File: src/rtl/clk_step_ctrl.sv
// clk_step_ctrl -- run / single-step clock-enable controller for a small CPU.
//
// Produces a one-Clk-cycle advance enable (CpuEn) for the core. There are
// three sources of enables:
//   - free-run: one enable per rising edge of the divided SlowClk level
//   - single-step: one enable per debounced press of a pushbutton
//   - halt: the core can request a stop at any time
//
// Ports
//   Clk      in   system clock (the only clock in this block)
//   Rst      in   asynchronous, active-high reset
//   SlowClk  in   divided clock level, sampled as asynchronous data
//   BtnStep  in   raw bouncing pushbutton, active-high
//   ModeRun  in   slide switch: 1 = free-run on SlowClk, 0 = single-step
//   Halt     in   stop request from the core, synchronous to Clk
//   CpuEn    out  registered one-cycle advance enable
//   StepCnt  out  number of CpuEn pulses issued (wraps at 16 bits)
//   State    out  FSM state for debug: IDLE=00 RUN=01 STEP=10 HALTED=11
module clk_step_ctrl #(
    parameter int DebVal = 500000,
    parameter int CntW   = 20
) (
    input  logic        Clk,
    input  logic        Rst,
    input  logic        SlowClk,
    input  logic        BtnStep,
    input  logic        ModeRun,
    input  logic        Halt,
    output logic        CpuEn,
    output logic [15:0] StepCnt,
    output logic [1:0]  State
);

    typedef enum logic [1:0] {
        IDLE   = 2'b00,
        RUN    = 2'b01,
        STEP   = 2'b10,
        HALTED = 2'b11
    } state_t;

    localparam logic [CntW-1:0] DEB_LAST = CntW'(DebVal - 1);

    state_t          state, state_nxt;
    logic            cpu_en, cpu_en_nxt;
    logic [15:0]     step_cnt;

    // Two-flop synchronizers; bit [1] is the synchronized level.
    logic [1:0]      slow_sync, btn_sync, mode_sync;
    logic            slow_prev;
    logic            slow_rise, btn_s, mode_s;

    logic            deb_lvl;
    logic [CntW-1:0] deb_cnt;
    logic            press;

    assign slow_rise = slow_sync[1] & ~slow_prev;
    assign btn_s     = btn_sync[1];
    assign mode_s    = mode_sync[1];

    always_ff @(posedge Clk or posedge Rst) begin
        if (Rst) begin
            slow_sync <= '0;
            btn_sync  <= '0;
            mode_sync <= '0;
            slow_prev <= 1'b0;
        end else begin
            slow_sync <= {slow_sync[0], SlowClk};
            btn_sync  <= {btn_sync[0], BtnStep};
            mode_sync <= {mode_sync[0], ModeRun};
            slow_prev <= slow_sync[1];
        end
    end

    // Debounce: count consecutive cycles where the synced button differs from
    // the accepted level; any agreeing cycle restarts the count.
    always_ff @(posedge Clk or posedge Rst) begin
        if (Rst) begin
            deb_lvl <= 1'b0;
            deb_cnt <= '0;
        end else if (btn_s == deb_lvl) begin
            deb_cnt <= '0;
        end else if (deb_cnt == DEB_LAST) begin
            deb_lvl <= btn_s;
            deb_cnt <= '0;
        end else begin
            deb_cnt <= deb_cnt + CntW'(1);
        end
    end

    // Press is flagged in the very cycle the accepted level flips 0->1, which
    // saves a register stage of latency versus edge-detecting deb_lvl.
    assign press = btn_s & ~deb_lvl & (deb_cnt == DEB_LAST);

    // Halt outranks everything. STEP always leaves after one cycle, so a
    // ModeRun change seen during STEP is only acted on back in IDLE.
    always_comb begin
        state_nxt  = state;
        cpu_en_nxt = 1'b0;
        if (Halt) begin
            state_nxt = HALTED;
        end else begin
            case (state)
                IDLE: begin
                    if (mode_s)     state_nxt = RUN;
                    else if (press) state_nxt = STEP;
                end
                RUN: begin
                    if (!mode_s) state_nxt = IDLE;
                    else         cpu_en_nxt = slow_rise;
                end
                STEP: begin
                    cpu_en_nxt = 1'b1;
                    state_nxt  = IDLE;
                end
                HALTED: begin
                    if (press) state_nxt = IDLE;
                end
            endcase
        end
    end

    always_ff @(posedge Clk or posedge Rst) begin
        if (Rst) begin
            state  <= IDLE;
            cpu_en <= 1'b0;
        end else begin
            state  <= state_nxt;
            cpu_en <= cpu_en_nxt;
        end
    end

    // Written every cycle (adding zero when idle) so the count never relies
    // on holding a stale value.
    always_ff @(posedge Clk or posedge Rst) begin
        if (Rst) step_cnt <= '0;
        else     step_cnt <= step_cnt + 16'(cpu_en);
    end

    assign CpuEn   = cpu_en;
    assign StepCnt = step_cnt;
    assign State   = state;

endmodule
File: config.mk
export PLATFORM = sky130hd
export DESIGN_NAME = clk_step_ctrl
export DESIGN_NICKNAME = d
export VERILOG_FILES = /design/src/rtl/clk_step_ctrl.sv
export SDC_FILE = /design/constraint.sdc
export NUM_CORES = 1
export LEC_CHECK = 0
export CAP_MARGIN = 20
export CORE_MARGIN = 3
export CORE_UTILIZATION = 30
export DETAILED_ROUTE_END_ITERATION = 8
export HOLD_SLACK_MARGIN = 0.02
export SLEW_MARGIN = 20
export SYNTH_ARGS = -nofsm -noshare
export SYNTH_HDL_FRONTEND = slang
export SYNTH_SLANG_ARGS = --single-unit
File: constraint.sdc
create_clock -name Clk -period 1.9 [get_ports Clk]
set_input_delay 0.475 -clock Clk [delete_from_list [all_inputs] [get_ports Clk]]
set_output_delay 0.475 -clock Clk [all_outputs]
set_load 0.02 [all_outputs]
---- Yosys cells after proc, flatten, opt, wreduce, memory -nomap -nowiden ----
Cells that the tools add are included.
cells by class
  add/subtract/negate cells ............... 2
  multipliers ............................. 0
  div/mod/pow operators ................... 0
  $lt $le $gt $ge ......................... 0
  eq/ne operators ......................... 8
  shift-type cells ........................ 0
  muxes and demuxes ....................... 11
  bitwise logic cells ..................... 6
  reductions and logical operators ........ 3
operator list
  kind                     number
  $mux W20                 2
  $add A20 B1 Y20 const B  1
  $eq A20 B19 Y1 const B   1
  $add A16 B1 Y16          1
  $mux W2                  5
  $pmux W2 S4              1
  $ne A3 B3 Y1 const B     2
  $eq A2 B2 Y1 const B     2
  $ne A4 B4 Y1 const B     1
  $and A1 B1 Y1            3
  $not A1 Y1               3
  $reduce_and A3 Y1        1
  $eq A2 B1 Y1 const B     1
  $logic_not A2 Y1         1
  $mux W1                  2
  $pmux W1 S2              1
  $reduce_and A2 Y1        1
  $eq A1 B1 Y1             1
storage, ports and cells
  flip-flop bits (word level) ............. 47
  latch bits .............................. 0
  bits in writable memories ............... 0
  ROM bits ................................ 0
  input bits .............................. 6
  output and inout bits ................... 19
  word-level logic and storage cells ...... 39
  memories kept ........................... 0

---- Depth between registers and ports, before layout ----
  depth after elaboration ................. 7
  depth in mapped cells ................... 6
  gate-level depth less buffers ........... 6

---- Worst setup path before layout ----
Ideal clock, no wire load.
  path kind ............................... register -> register
  from .................................... register deb_cnt[0]
  to ...................................... register deb_cnt[18]
  library setup time ...................... 0.078 ns
  data arrival time ....................... 1.764 ns
  required time ........................... 1.822 ns
  slack ................................... 0.058 ns
  stages on the path, launching flop included .. 6
  buffers on the path ..................... 0
  clock period less this slack ............ 1.842 ns
  cells stage by stage .................... dfrtp_1 ha_1 nand4_2 or3_4 or4_1 a21oi_1
on the way
  cells in the longest elaborated chain, start to end .. 3
  elaborated cells on any way between the ends .. 4
  those cells by class .................... 1 x add/sub; 1 x eq/ne; 2 x mux
RTL lines
  what                                                      line    text
  from (decl)                                               53      logic [CntW-1:0] deb_cnt;
  from (signal assigned)                                    86      deb_cnt <= deb_cnt + CntW'(1);
  $add A20 B1 Y20 / $eq A20 B19 Y1 (equally long branches)  86, 82
  $mux W20 *                                                82      end else if (deb_cnt == DEB_LAST) begin
  $mux W20 *                                                80      end else if (btn_s == deb_lvl) begin
Mark *: on every way between the ends. The rest lies on a longest branch, timed or not.
A chain may end at the register's enable or synchronous reset.

---- Final worst setup path ----
  from .................................... register step_cnt[8], in the netlist StepCnt[8]
  to ...................................... output port StepCnt[8]
RTL lines
  what                    line  text
  from (decl)             45    logic [15:0] step_cnt;
  from (signal assigned)  136   else step_cnt <= step_cnt + 16'(cpu_en);
  to (decl)               30    output logic [15:0] StepCnt,
No word-level cell between the ends.

==> out/metrics.cfg <==
[sta]
finalSetupViolations=0
rsz0062_at_grt=no
min_period_ns=1.836
timing.hold.ws_ns=0.3520
fmax_ghz=0.5448
hold_violations=0
slew_headroom=0.7356
tightestPinTransition_ns=0.3961
skew_ns=0.008957
tns_ns=0
maxSlewViolCount=0
fin_crit_sh=0.9661

[routing]
vias=1515
firstDrtPassIters=4
drc=0
via_per_inst=4.536
first_iter_violations=53
routed_wl_mm=3.956
wire_per_inst_um=11.84
antenna_left=0

[placement]
place_congestion=0.8656
io_buffers=24
dp_hpwl_mm=2.888
placed_area_um2=2610
numPlacedInstances=325

[power_and_ir_drop]
p_switching_uw=635.5
powerDensity_nw_per_um2=845.0
p_int_uw=1715
power.share.switching=0.2704
comb_power_share=0.189
p_clk_frac=0.323
seq_power_share=0.488
power_leakage_uw=0.001236
vdd_ir_drop_max_mv=0.4812

[logic_synthesis]
synth_ff_type=dfrtp_1
syn-num-nets=212
ys_ff_latch=47
synth_warnings=0
synth-edff-count=0
synth_top_cells_by_area=dfrtp_1 (54%), xnor2_1 (8.1%), ha_1 (5.2%), nor2_1 (4.2%), xor2_1 (2.8%)
seq_area_frac_synth=0.5446
syn_inst=197
synthTopCellsByCount=dfrtp_1 (47), nor2_1 (24), xnor2_1 (20)
synth_cell_types=34
syn-cell-area_um2=2160
yosysTopAreaCell=dfrtp_1
async_flop_share=1.000
avgSynthCellArea_um2=10.96
synth_top_area_frac=0.5446
synth.most_common_cell=dfrtp_1

[die]
die_x_um=90.85
initial_core_util=0.3144
rows=30
core_um2=6869
dieHeight_um=90.85
dieArea_um2=8253
io_pins=25

[global_route]
grt.overflow.total=0
track_usage=0.1085
grt_pass1_wl_mm=7.293
antenna_found_initial=0
grt_start_max_net_pins=18
grt_pass1_vias=1530

[critical_path]
path_class=reg -> out
cp_max_fo=4
cp-end-kind=output pin
cp-start-kind=register
cp_slowest_cell=clkdlybuf4s50_1
crit_buf_inv=1
cp_top_family=buffers and inverters
arrival_ns=1.36
critPathMaxStageDelay_ns=0.64
crit_required_ns=1.42
cp_cell_sequence=clkdlybuf4s50_1

[layout]
drive_gt1_frac=0.1387
finalCoreUtilization=0.4049
area_growth_pct=28.80
finish.instance_area_um2=2781
insertedDiodeCount=0
stdcell_count=334
finalNetCount=252

[clock_tree]
cts_buffers=5
cts_tree=built
clock-sinks=47
insertion_delay_ns=0.30
clk_pin_slew_ns=0.09
ctsHtreeMaxLevel=2
root_buffer=clkbuf_8
clk_path_buf_depth=2
hold_buffers=0

[job]
cap_violations=0

[status]
status=completed

[worst_hold_path]
hold_path.class=reg -> reg

## worst paths after layout
path,startpoint,end,slack (ns),depth (start not counted)
min reg2reg,mode_sync[0],mode_sync[1],0.35,0
min,mode_sync[0],mode_sync[1],0.35,0
max reg2reg,deb_cnt[1],deb_cnt[18],0.12,5
max,StepCnt[8],StepCnt[8],0.06,1
min in group asynchronous,Rst,StepCnt[5],0.48,2
max in group asynchronous,Rst,deb_cnt[0],0.99,3
## final cells by class
type,count,area (um2)
clock buffer,6,82.58
fill,687,4088
inverter,12,45.04
multi-input combinational,136,962.2
sequential,47,1176
timing repair buffer,35,360.3
tap,96,120.1
clock inverter,2,35.03
## power by group through the flow
stage / Clock (uW) / Combinational [uW] / Sequential [uW]
floorplan: 0 / 192 / 1230
global placement: 0 / 444 / 1170
finish: 759 / 444 / 1150
CTS: 797 / 455 / 1150
global route: 833 / 495 / 1160
detailed placement: 0 / 450 / 1170
## sequential cells by signal (all words and copies together), names as in the netlist
signal,count
deb_cnt,20
StepCnt,16
State,2
btn_sync,2
mode_sync,2
slow_sync,2
CpuEn,1
deb_lvl,1
slow_prev,1
## layout by cell type, fill, tap and decap left out, types with 5 or more instances in the layout
cell	n
xnor2_1	20
clkbuf_8	6
inv_1	11
nor4_1	5
dlymetal6s2s_1	5
nand3_1	9
buf_4	9
nor2_1	24
ha_1	8
dfrtp_1	47
nand2_1	11
clkdlybuf4s50_1	19
a21oi_1	6
xor2_1	7
nand4_1	7
## logic make-up (layout without fill, tap and decap cells)
family                     Yosys count  after routing  share of synthesized area
and+or+nand+nor                     82             82                     0.2080
DFF                                 47             47                     0.5446
buffers and inverters               14             55                    0.02549
muxes                                3              3                    0.01448
adders and majority gates            9              9                    0.05214
xor gates and xnor gates            27             27                     0.1095
AOI/OAI and AO/OA                   15             15                    0.04577
## through the flow
| step | power (uW) | setup WS (ns) |
|---|---|---|
| 2_1_floorplan | 1419 | 0.05837 |
| 3_3_place_gp | 1613 | 0.09776 |
| 3_5_place_dp | 1620 | 0.04046 |
| 4_1_cts | 2402 | 0.004533 |
| 5_1_grt | 2492 | 0.0007364 |
| 6_report | 2350 | 0.06433 |
## per-layer routing
metal	routed length, um	share of wire	track usage
met1	1966	0.50	0.1438
met2	1775	0.45	0.1674
met3	151	0.038	0.02667
met4	62	0.016	0.04899
met5	0	0	0
## timing repair
item | in CTS | in global routing
resized for setup | 0 | 12
endpoints found under the setup margin | 0 | 9
setup buffers | 0 | 1
(Power assumes the default switching activity.)
